==> src/rtl/hamming_pkg.sv <==
// Shared widths, source encoding and the syndrome-to-bit map for the Hamming(7,4) decoder.
// Code layout is [6:3] data, [2:0] check bits.
package hamming_pkg;

  localparam int CODE_W = 7;
  localparam int DATA_W = 4;

  typedef enum logic {
    SRC_A = 1'b0,
    SRC_B = 1'b1
  } src_e;

  // Bit position to flip for each syndrome value; entry 0 is never used (no error).
  localparam logic [7:0][2:0] SYN_TO_BIT = {
    3'd6,  // 7
    3'd5,  // 6
    3'd4,  // 5
    3'd2,  // 4
    3'd3,  // 3
    3'd1,  // 2
    3'd0,  // 1
    3'd0   // 0
  };

  typedef struct packed {
    logic [CODE_W-1:0] code;
    src_e              src;
  } s1_word_t;

  typedef struct packed {
    logic [DATA_W-1:0] data;
    src_e              src;
    logic              corrected;
  } out_word_t;

  function automatic logic [2:0] calc_syndrome(input logic [CODE_W-1:0] c);
    return {c[6] ^ c[5] ^ c[4] ^ c[2],
            c[6] ^ c[5] ^ c[3] ^ c[1],
            c[6] ^ c[4] ^ c[3] ^ c[0]};
  endfunction

endpackage

==> src/rtl/hamming_7_4_decode_arbiter_if.sv <==
// Bundle of the two requester handshakes, the decoded output stream and the error counters.
// master = traffic source/sink side, slave = decoder side.
interface hamming_7_4_decode_arbiter_if
  import hamming_pkg::*;
#(
  parameter int CNT_W = 16
);

  logic              a_valid;
  logic              a_ready;
  logic [CODE_W-1:0] a_code;
  logic              b_valid;
  logic              b_ready;
  logic [CODE_W-1:0] b_code;
  logic              out_valid;
  logic              out_ready;
  logic [DATA_W-1:0] out_data;
  logic              out_src;
  logic              out_corrected;
  logic              cnt_clr;
  logic [CNT_W-1:0]  err_cnt_a;
  logic [CNT_W-1:0]  err_cnt_b;

  modport master (
    output a_valid, a_code, b_valid, b_code, out_ready, cnt_clr,
    input  a_ready, b_ready, out_valid, out_data, out_src, out_corrected,
           err_cnt_a, err_cnt_b
  );

  modport slave (
    input  a_valid, a_code, b_valid, b_code, out_ready, cnt_clr,
    output a_ready, b_ready, out_valid, out_data, out_src, out_corrected,
           err_cnt_a, err_cnt_b
  );

endinterface

==> src/rtl/hamming_7_4_syndrome_fix.sv <==
// Combinational Hamming(7,4) single-error correction: code in, data + corrected flag out.
// Zero latency, no handshake.
module hamming_7_4_syndrome_fix
  import hamming_pkg::*;
(
  input  logic [CODE_W-1:0] code,
  output logic [DATA_W-1:0] data,
  output logic              corrected
);

  logic [2:0]        idx;
  logic [CODE_W-1:0] flip_mask;
  logic [CODE_W-1:0] fixed;

  always_comb begin
    idx       = calc_syndrome(code);
    flip_mask = '0;
    // Syndrome values are not bit positions, so the flip goes through the lookup table.
    if (idx != 3'd0) begin
      flip_mask[SYN_TO_BIT[idx]] = 1'b1;
    end
    fixed     = code ^ flip_mask;
    data      = fixed[CODE_W-1:CODE_W-DATA_W];
    corrected = (idx != 3'd0);
  end

endmodule

==> src/rtl/hamming_7_4_decode_arbiter.sv <==
// Round-robin shares one Hamming(7,4) decoder between sources A/B; 2-cycle accept-to-output latency.
// Backpressure: out_ready low stalls S2 then S1, after which the granted source sees ready=0.
module hamming_7_4_decode_arbiter
  import hamming_pkg::*;
#(
  parameter int CNT_W = 16
) (
  input logic                         clk,
  input logic                         rst_n,
  hamming_7_4_decode_arbiter_if.slave bus
);

  src_e              last_src;
  logic              run;
  logic              grant_a;
  logic              grant_b;
  logic              s1_free;
  logic              s2_free;
  logic              accept;
  src_e              acc_src;

  logic              s1_valid;
  s1_word_t          s1_r;
  logic              out_valid_r;
  out_word_t         out_r;

  logic [DATA_W-1:0] fix_data;
  logic              fix_corr;
  logic [CNT_W-1:0]  cnt_a;
  logic [CNT_W-1:0]  cnt_b;

  always_comb begin
    grant_a = bus.a_valid & (!bus.b_valid | (last_src == SRC_B));
    grant_b = bus.b_valid & (!bus.a_valid | (last_src == SRC_A));
  end

  assign s2_free = !out_valid_r | bus.out_ready;
  assign s1_free = !s1_valid | s2_free;

  // run holds ready low until the first clock after reset release.
  assign bus.a_ready = run & grant_a & s1_free;
  assign bus.b_ready = run & grant_b & s1_free;
  assign accept      = (bus.a_valid & bus.a_ready) | (bus.b_valid & bus.b_ready);
  assign acc_src     = bus.b_ready ? SRC_B : SRC_A;

  always_ff @(posedge clk or negedge rst_n) begin
    if (!rst_n) begin
      run      <= 1'b0;
      last_src <= SRC_B;
    end else begin
      run <= 1'b1;
      if (accept) begin
        last_src <= acc_src;
      end
    end
  end

  always_ff @(posedge clk or negedge rst_n) begin
    if (!rst_n) begin
      s1_valid <= 1'b0;
      s1_r     <= '0;
    end else if (s1_free) begin
      s1_valid <= accept;
      if (accept) begin
        s1_r.code <= acc_src == SRC_B ? bus.b_code : bus.a_code;
        s1_r.src  <= acc_src;
      end
    end
  end

  hamming_7_4_syndrome_fix u_fix (
    .code      (s1_r.code),
    .data      (fix_data),
    .corrected (fix_corr)
  );

  always_ff @(posedge clk or negedge rst_n) begin
    if (!rst_n) begin
      out_valid_r <= 1'b0;
      out_r       <= '0;
    end else if (s2_free) begin
      out_valid_r <= s1_valid;
      if (s1_valid) begin
        out_r.data      <= fix_data;
        out_r.src       <= s1_r.src;
        out_r.corrected <= fix_corr;
      end
    end
  end

  // Clear wins over a same-cycle increment.
  always_ff @(posedge clk or negedge rst_n) begin
    if (!rst_n) begin
      cnt_a <= '0;
      cnt_b <= '0;
    end else if (bus.cnt_clr) begin
      cnt_a <= '0;
      cnt_b <= '0;
    end else if (out_valid_r & bus.out_ready & out_r.corrected) begin
      if (out_r.src == SRC_A) begin
        if (cnt_a != '1) begin
          cnt_a <= cnt_a + CNT_W'(1);
        end
      end else begin
        if (cnt_b != '1) begin
          cnt_b <= cnt_b + CNT_W'(1);
        end
      end
    end
  end

  assign bus.out_valid     = out_valid_r;
  assign bus.out_data      = out_r.data;
  assign bus.out_src       = out_r.src;
  assign bus.out_corrected = out_r.corrected;
  assign bus.err_cnt_a     = cnt_a;
  assign bus.err_cnt_b     = cnt_b;

endmodule

==> src/flat_wrapper.sv <==
// flat-port wrapper written by rule: the top's interface ports become plain ports
module hamming_7_4_decode_arbiter_flat import hamming_pkg::*;
#(
  parameter int CNT_W = 16
)
  (clk, rst_n, bus_a_valid, bus_a_code, bus_b_valid, bus_b_code, bus_out_ready, bus_cnt_clr, bus_a_ready, bus_b_ready, bus_out_valid, bus_out_data, bus_out_src, bus_out_corrected, bus_err_cnt_a, bus_err_cnt_b);
  hamming_7_4_decode_arbiter_if #(.CNT_W(CNT_W)) bus_i ();
  input logic clk;
  input logic rst_n;
  input wire logic [$bits(bus_i.a_valid)-1:0] bus_a_valid;
  input wire logic [$bits(bus_i.a_code)-1:0] bus_a_code;
  input wire logic [$bits(bus_i.b_valid)-1:0] bus_b_valid;
  input wire logic [$bits(bus_i.b_code)-1:0] bus_b_code;
  input wire logic [$bits(bus_i.out_ready)-1:0] bus_out_ready;
  input wire logic [$bits(bus_i.cnt_clr)-1:0] bus_cnt_clr;
  output wire logic [$bits(bus_i.a_ready)-1:0] bus_a_ready;
  output wire logic [$bits(bus_i.b_ready)-1:0] bus_b_ready;
  output wire logic [$bits(bus_i.out_valid)-1:0] bus_out_valid;
  output wire logic [$bits(bus_i.out_data)-1:0] bus_out_data;
  output wire logic [$bits(bus_i.out_src)-1:0] bus_out_src;
  output wire logic [$bits(bus_i.out_corrected)-1:0] bus_out_corrected;
  output wire logic [$bits(bus_i.err_cnt_a)-1:0] bus_err_cnt_a;
  output wire logic [$bits(bus_i.err_cnt_b)-1:0] bus_err_cnt_b;
  assign bus_i.a_valid = bus_a_valid;
  assign bus_i.a_code = bus_a_code;
  assign bus_i.b_valid = bus_b_valid;
  assign bus_i.b_code = bus_b_code;
  assign bus_i.out_ready = bus_out_ready;
  assign bus_i.cnt_clr = bus_cnt_clr;
  assign bus_a_ready = bus_i.a_ready;
  assign bus_b_ready = bus_i.b_ready;
  assign bus_out_valid = bus_i.out_valid;
  assign bus_out_data = bus_i.out_data;
  assign bus_out_src = bus_i.out_src;
  assign bus_out_corrected = bus_i.out_corrected;
  assign bus_err_cnt_a = bus_i.err_cnt_a;
  assign bus_err_cnt_b = bus_i.err_cnt_b;
  hamming_7_4_decode_arbiter #(.CNT_W(CNT_W)) u_core (.clk(clk), .rst_n(rst_n), .bus(bus_i));
endmodule
==> config.mk <==
export PLATFORM = sky130hd
export DESIGN_NAME = hamming_7_4_decode_arbiter_flat
export DESIGN_NICKNAME = d
export VERILOG_FILES = /design/src/rtl/hamming_pkg.sv /design/src/rtl/hamming_7_4_decode_arbiter_if.sv /design/src/rtl/hamming_7_4_syndrome_fix.sv /design/src/rtl/hamming_7_4_decode_arbiter.sv /design/src/flat_wrapper.sv
export SDC_FILE = /design/constraint.sdc
export NUM_CORES = 1
export LEC_CHECK = 0
export ABC_AREA = 1
export CORE_ASPECT_RATIO = 0.7
export CORE_UTILIZATION = 48
export CTS_BUF_LIST = sky130_fd_sc_hd__clkbuf_4
export CTS_CLUSTER_DIAMETER = 120
export CTS_CLUSTER_SIZE = 40
export DETAILED_ROUTE_END_ITERATION = 7
export GPL_ROUTABILITY_DRIVEN = 0
export GPL_TIMING_DRIVEN = 0
export PLACE_DENSITY_LB_ADDON = 0.25
export SLEW_MARGIN = 0
export SYNTH_ARGS = -nofsm -noshare
export SYNTH_HDL_FRONTEND = slang
export SYNTH_SLANG_ARGS = --single-unit
==> constraint.sdc <==
create_clock -name clk -period 2.1 [get_ports clk]
set_clock_uncertainty 0.05 [all_clocks]
set_input_delay 0.525 -clock clk [delete_from_list [all_inputs] [get_ports clk]]
set_output_delay 0.525 -clock clk [all_outputs]
set_load 0.05 [all_outputs]
==> impl_metrics.csv, run 1 <==
group,metric,value,unit
run_status,status,"finished, final reports clean",
route,wl_met3,458,um
place,portBuffers,60,
logic_synthesis,yosysWarnings,0,
logic_synthesis,synth_edf_count,0,
logic_synthesis,synth_area,3003,sq um
route,met2_length,3.323,mm
route,drt_wl_total,7.538,mm
power,power_density,715.6,nW/um^2
run,maxCapViolCount,0,
worst_setup_path,path_cells,"nand2_1, nand4_1, clkinv_2, buf_8",
power,clock_power_share,21.2,%
worst_setup_path,cp_max_fo,3,
global_routing,overflow,0,
logic_synthesis,async_reset_ff_share,100.0,%
logic_synthesis,synth_cell_type_count,30,
worst_setup_path,critPathMaxStageDelay,0.57,ns
sta,setup_viol,0,
power,comb_power_share,35.9,%
layout,syn_to_final_growth,27.96,%
sta,tightest_slew,0.5804,ns
route,wl_met1,3.661,mm
logic_synthesis,synth.avg_cell_area,7.049,sq um
route,antenna_left,0,
logic_synthesis,synth-seq-area-share,41.71,%
layout,layout_commonest_cell,"nand2_1",
logic_synthesis,ys_ff_latch,50,
sta,max_freq,493.3,MHz
floorplanning,fp.coreArea,5871,sq um
sta,grt_setup_unrepaired,"no",
power,ir_drop,0.4171,mV
worst_setup_path,crit_path_start_kind,"flop",
route,dr.max_layer_used,"met4",
worst_setup_path,arrival,1.45,ns
logic_synthesis,ys.flop_type,"dfrtp_1",
route,detail_route.iter0.violations,148,
cts,clock_sinks,50,
power,p_total,2.750,mW
sta,finalMaxSlewViolations,0,
worst_hold_path,holdCritPathClass,"flop to flop",
layout,drive_gt1_share,8.566,%
worst_setup_path,setup.worst_path.class,"flop to output pin",
worst_setup_path,cp-end-kind,"output pin",
cts,cts_tree,"done",
logic_synthesis,synth_nets,449,
floorplanning,floorplan.initialDensity,51.15,%
power,power_frac_seq,42.9,%
route,drt_pass1_iterations,5,
floorplanning,die_w,96.54,um
layout,stdcell_area,3842,sq um
floorplanning,die_h,68.18,um
logic_synthesis,yosys.area.top_type_share,40.83,%
sta,period_share,96.53,%
route,vias,3089,
layout,multi_input_area,1575,sq um
logic_synthesis,netlist_top_cells_area,"dfrtp_1 (41%), nand2_1 (18%), nand3_1 (6.7%)",
global_routing,grt_pass1_vias,2857,
sta,relSlewSlack,61.31,%
layout,num-nets-final,524,
power,leakagePower,1.908,nW
sta,finalCriticalPeriod,2.027,ns
cts,cts_root_buffer,"clkbuf_4",
global_routing,grt_pass1_wl,12.86,mm
logic_synthesis,yosys.area.top_type,"dfrtp_1",
logic_synthesis,synth_cells,426,
layout,ff_latch_area,1254,sq um
floorplanning,die-area,6581,sq um
floorplanning,io_pins,61,
route,wire_per_inst,13.06,um
layout,num_antenna_cells,0,
cts,cts_made_buffers,5,
global_routing,grt_usage,25.36,%
route,vias_per_cell,5.354,
power,switching_share,40.07,%
sta,timing_hold_violations_final,0,
cts,clockBufferDepth,2,
cts,clk_pin_slew,0.14,ns
place,placed_area,3716,sq um
route,drc,0,
power,p_int,1.648,mW
floorplanning,rows,23,
power,switchingPower,1.102,mW
layout,layout_common_cells,"nand2_1 (143), dfrtp_1 (48), inv_1 (42)",
global_routing,antenna_found_initial,0,
place,hpwl,5.553,mm
cts,clock_latency,0.37,ns
worst_setup_path,critPathRequiredTime,1.52,ns
cts,h-tree-depth,2,
global_routing,grt_max_degree,40,
layout,num-fill-cells,520,
worst_setup_path,cpMaxStageDelayCell,"dfstp_2",
cell families (layout without fill, tap and decap cells):
family	count (synthesis)	count (layout)	share of synthesized area, %
AOI/OAI and AO/OA	46	46	9.000
xor gates and xnor gates	10	10	2.917
adders and majority gates	3	3	1.250
buffers and inverters	51	127	6.792
DFF	50	50	41.71
other	1	1	0.1249
and+or+nand+nor	265	265	38.21
what timing repair did:
item | CTS | global route
setup endpoints to repair | 41 | 16
pin swaps | 2 | 1
setup buffers | 5 | 1
hold buffers | 1 | 0
resized for setup | 57 | 8
hold endpoints to repair | 11 | 0
layout make-up:
class                           count  share of cell area [%]
Multi-Input combinational cell    325                   41.00
Sequential cell                    50                   32.63
Timing Repair Buffer               68                   16.44
Inverter                           44                   4.331
Tap cell                           75                   2.442
Clock buffer                        7                   1.368
Buffer                              7                   1.009
Clock inverter                      1                  0.7815
synthesized netlist by cell type (3+ instances only):
library cell and instances:
a21oi_1 3, a31oi_1 7, buf_2 4, dfrtp_1 49, ha_1 3, inv_1 42, nand2_1 144, nand3_1 40
nand4_1 22, nor2_1 40, nor2_2 4, nor3_1 10, o21ai_0 16, o21ai_1 12, o21bai_1 3, xnor2_1 3
xor2_1 7
per-stage QoR:
step           util [%]  setup WS (ns)  TNS (ns)  hold slack, ns  instances
3_3_place_gp      63.04         -1.144    -52.30          0.4112        561
2_1_floorplan         -        0.06076         0          0.1794        426
3_5_place_dp      63.30         -1.173    -2.931          0.3755        562
6_report          65.45        0.07286         0          0.4371        577
4_1_cts           64.83      0.0004358         0          0.4390        576
5_1_grt           65.45       0.004604         0          0.4662        577
power by group through the flow:
stage | clock [mW] | sequential (mW) | combinational [mW]
CTS | 0.605 | 1.18 | 0.954
global route | 0.632 | 1.19 | 1.09
floorplan | 0 | 1.43 | 0.421
global placement | 0 | 1.20 | 0.959
detailed placement | 0 | 1.20 | 0.987
finish | 0.584 | 1.18 | 0.988
state kept, by name, indices dropped and copies added, names as in the netlist:
name / count
u_core.run: 1
u_core.last_src: 1
u_core.bus.out_src: 1
u_core.s1_valid: 1
u_core.bus.err_cnt_b: 16
u_core.bus.out_valid: 1
u_core.bus.out_data: 4
u_core.s1_r: 8
u_core.bus.err_cnt_a: 16
u_core.bus.out_corrected: 1
worst max-delay path: cells and delay by family, from the launching register on:
family,cells,cell delay [ns]
buffers and inverters,2,0.27
DFF,1,0.57
and+or+nand+nor,2,0.23
worst paths after layout:
kind / from / to / slack, ns / cells after the start
setup / recovery: u_core.last_src / bus_b_ready / 0.07 / 4
hold / removal: u_core.last_src / u_core.last_src / 0.44 / 2
setup reg to reg: u_core.s1_r[5] / u_core.bus.out_data[2] / 0.21 / 12
hold reg to reg: u_core.last_src / u_core.last_src / 0.44 / 2
max in group asynchronous: rst_n / u_core.last_src / 0.97 / 3
min in group asynchronous: rst_n / u_core.bus.out_src / 0.49 / 2
per-layer routing:
layer	global-route usage, %	up-vias
li1	-	1549
met1	35.70	1422
met2	40.05	106
met3	4.556	12
met4	7.353	0
met5	0	-
Power figures use the tool's default switching activity.
==> run 2: changes to the inputs <==
- CORE_UTILIZATION: 48 -> 53
==> run 2 against run 1 <==
Compared with the run above: maximum frequency is 0.25% higher; critical path type is now input port to output pin; hold slack worse by 0.40 ns; first-iteration DRC count is 55% higher; wire length is 1.6% higher; clock-buffer cell count is 2 lower; die area is 9.2% lower.
==> impl_metrics.csv, run 2 (same netlist as run 1, synthesis figures left out) <==
group,metric,value,unit
power,ir_drop,0.4716,mV
sta,period_share,96.29,%
global_routing,grt_pass1_wl,12.75,mm
route,antenna_left,0,
power,power_frac_seq,43.4,%
sta,setup_viol,0,
floorplanning,floorplan.initialDensity,56.23,%
sta,hold_slack,0.03339,ns
layout,num-nets-final,521,
worst_setup_path,crit_path_start_kind,"input port",
layout,final_core_util,71.13,%
place,hpwl,5.674,mm
layout,drive_gt1_share,8.417,%
power,leakagePower,1.874,nW
power,power_density,719.0,nW/um^2
power,p_total,2.731,mW
sta,timing_hold_violations_final,0,
floorplanning,fp.coreArea,5340,sq um
layout,num-fill-cells,445,
global_routing,grt_pass1_vias,2831,
global_routing,grt_usage,27.35,%
worst_setup_path,critPathRequiredTime,1.52,ns
sta,setup_tns,0,ns
power,p_int,1.608,mW
place,placed_area,3712,sq um
cts,h-tree-depth,2,
power,comb_power_share,35.3,%
cts,clockBufferDepth,2,
floorplanning,rows,22,
run_status,status,"finished, final reports clean",
worst_setup_path,cp-end-kind,"output pin",
sta,tightest_slew,0.5307,ns
layout,multi_input_area,1567,sq um
global_routing,antenna_found_initial,0,
sta,finalCriticalPeriod,2.022,ns
layout,ff_latch_area,1254,sq um
sta,finalMaxSlewViolations,0,
floorplanning,die_h,64.98,um
sta,max_freq,494.5,MHz
layout,layout_common_cells,"nand2_1 (143), dfrtp_1 (48), inv_1 (42)",
route,detail_route.iter0.violations,230,
sta,relSlewSlack,64.62,%
route,drt_wl_total,7.658,mm
cts,clock_latency,0.38,ns
power,switching_share,41.12,%
worst_setup_path,cp_max_fo,2,
route,met2_length,3.544,mm
route,vias_per_cell,5.469,
run,maxCapViolCount,0,
layout,num_antenna_cells,0,
route,drc,0,
floorplanning,die_w,91.97,um
global_routing,overflow,0,
route,dr.max_layer_used,"met4",
place,portBuffers,60,
power,switchingPower,1.123,mW
cts,clock_sinks,50,
route,wire_per_inst,13.41,um
floorplanning,io_pins,61,
cts,postCtsHoldBufs,0,
route,drt_pass1_iterations,6,
worst_hold_path,holdCritPathClass,"input port to asynchronous set/reset pin",
layout,layout_commonest_cell,"nand2_1",
floorplanning,die-area,5975,sq um
global_routing,grt_max_degree,30,
route,wl_met3,670,um
cts,cts_tree,"done",
layout,stdcell_area,3799,sq um
cts,cts_root_buffer,"clkbuf_4",
cts,clk_pin_slew,0.16,ns
layout,syn_to_final_growth,26.50,%
route,vias,3123,
worst_setup_path,setup.worst_path.class,"input port to output pin",
route,wl_met1,3.302,mm
power,clock_power_share,21.3,%
cts,cts_made_buffers,5,
worst_setup_path,arrival,1.45,ns
run 2: critical path, cell delays in order:
cell and delay [ns]:
clkdlybuf4s50_1 0.48, inv_1 0.07, o21ai_2 0.16, nor2_2 0.06, buf_6 0.15
run 2: repair_timing:
action | CTS | global route
buffers inserted | 1 | 3
resized for setup | 56 | 6
setup endpoints to repair | 41 | 17
pin swaps | 2 | 0
run 2: cell type report:
| class | count | area share [%] |
|---|---|---|
| clock inverter | 3 | 1.186 |
| inverter | 44 | 4.381 |
| clock buffer | 5 | 0.9881 |
| sequential | 50 | 33.00 |
| tap | 72 | 2.372 |
| buffer | 7 | 1.021 |
| timing repair buffer | 65 | 15.81 |
| multi-input combinational | 325 | 41.24 |
run 2: path summary, 6_finish.rpt:
kind | start | slack (ns) | cells past startpoint | end
min in group clk | u_core.bus.out_data[2] | 0.45 | 2 | u_core.bus.out_data[2]
worst min register to register | u_core.bus.out_data[2] | 0.45 | 2 | u_core.bus.out_data[2]
worst min-delay path | rst_n | 0.03 | 1 | u_core.bus.err_cnt_a[11]
worst max register to register | u_core.bus.err_cnt_b[1] | 0.14 | 9 | u_core.bus.err_cnt_b[10]
max in group asynchronous | rst_n | 1.44 | 2 | u_core.bus.err_cnt_a[0]
worst max-delay path | bus_b_valid | 0.08 | 5 | bus_a_ready
run 2: per-stage QoR:
step,worst slack (ns),cells
6_report,0.07796,571
5_1_grt,-0.0008311,571
4_1_cts,0.01015,568
3_5_place_dp,-1.075,559
3_3_place_gp,-1.043,558
2_1_floorplan,0.06076,426
run 2: routing by layer:
metal	global-route usage, %	vias up
li1	-	1543
met1	36.38	1409
met2	45.43	156
met3	5.282	15
met4	8.398	0
met5	0	-
run 2: power groups by stage:
stage	logic (mW)	clock network, mW	registers, mW
after floorplan	0.421	0	1.43
after global placement	0.947	0	1.20
after detailed placement	0.975	0	1.20
after CTS	0.933	0.585	1.18
after global routing	1.06	0.639	1.20
final	0.963	0.582	1.19
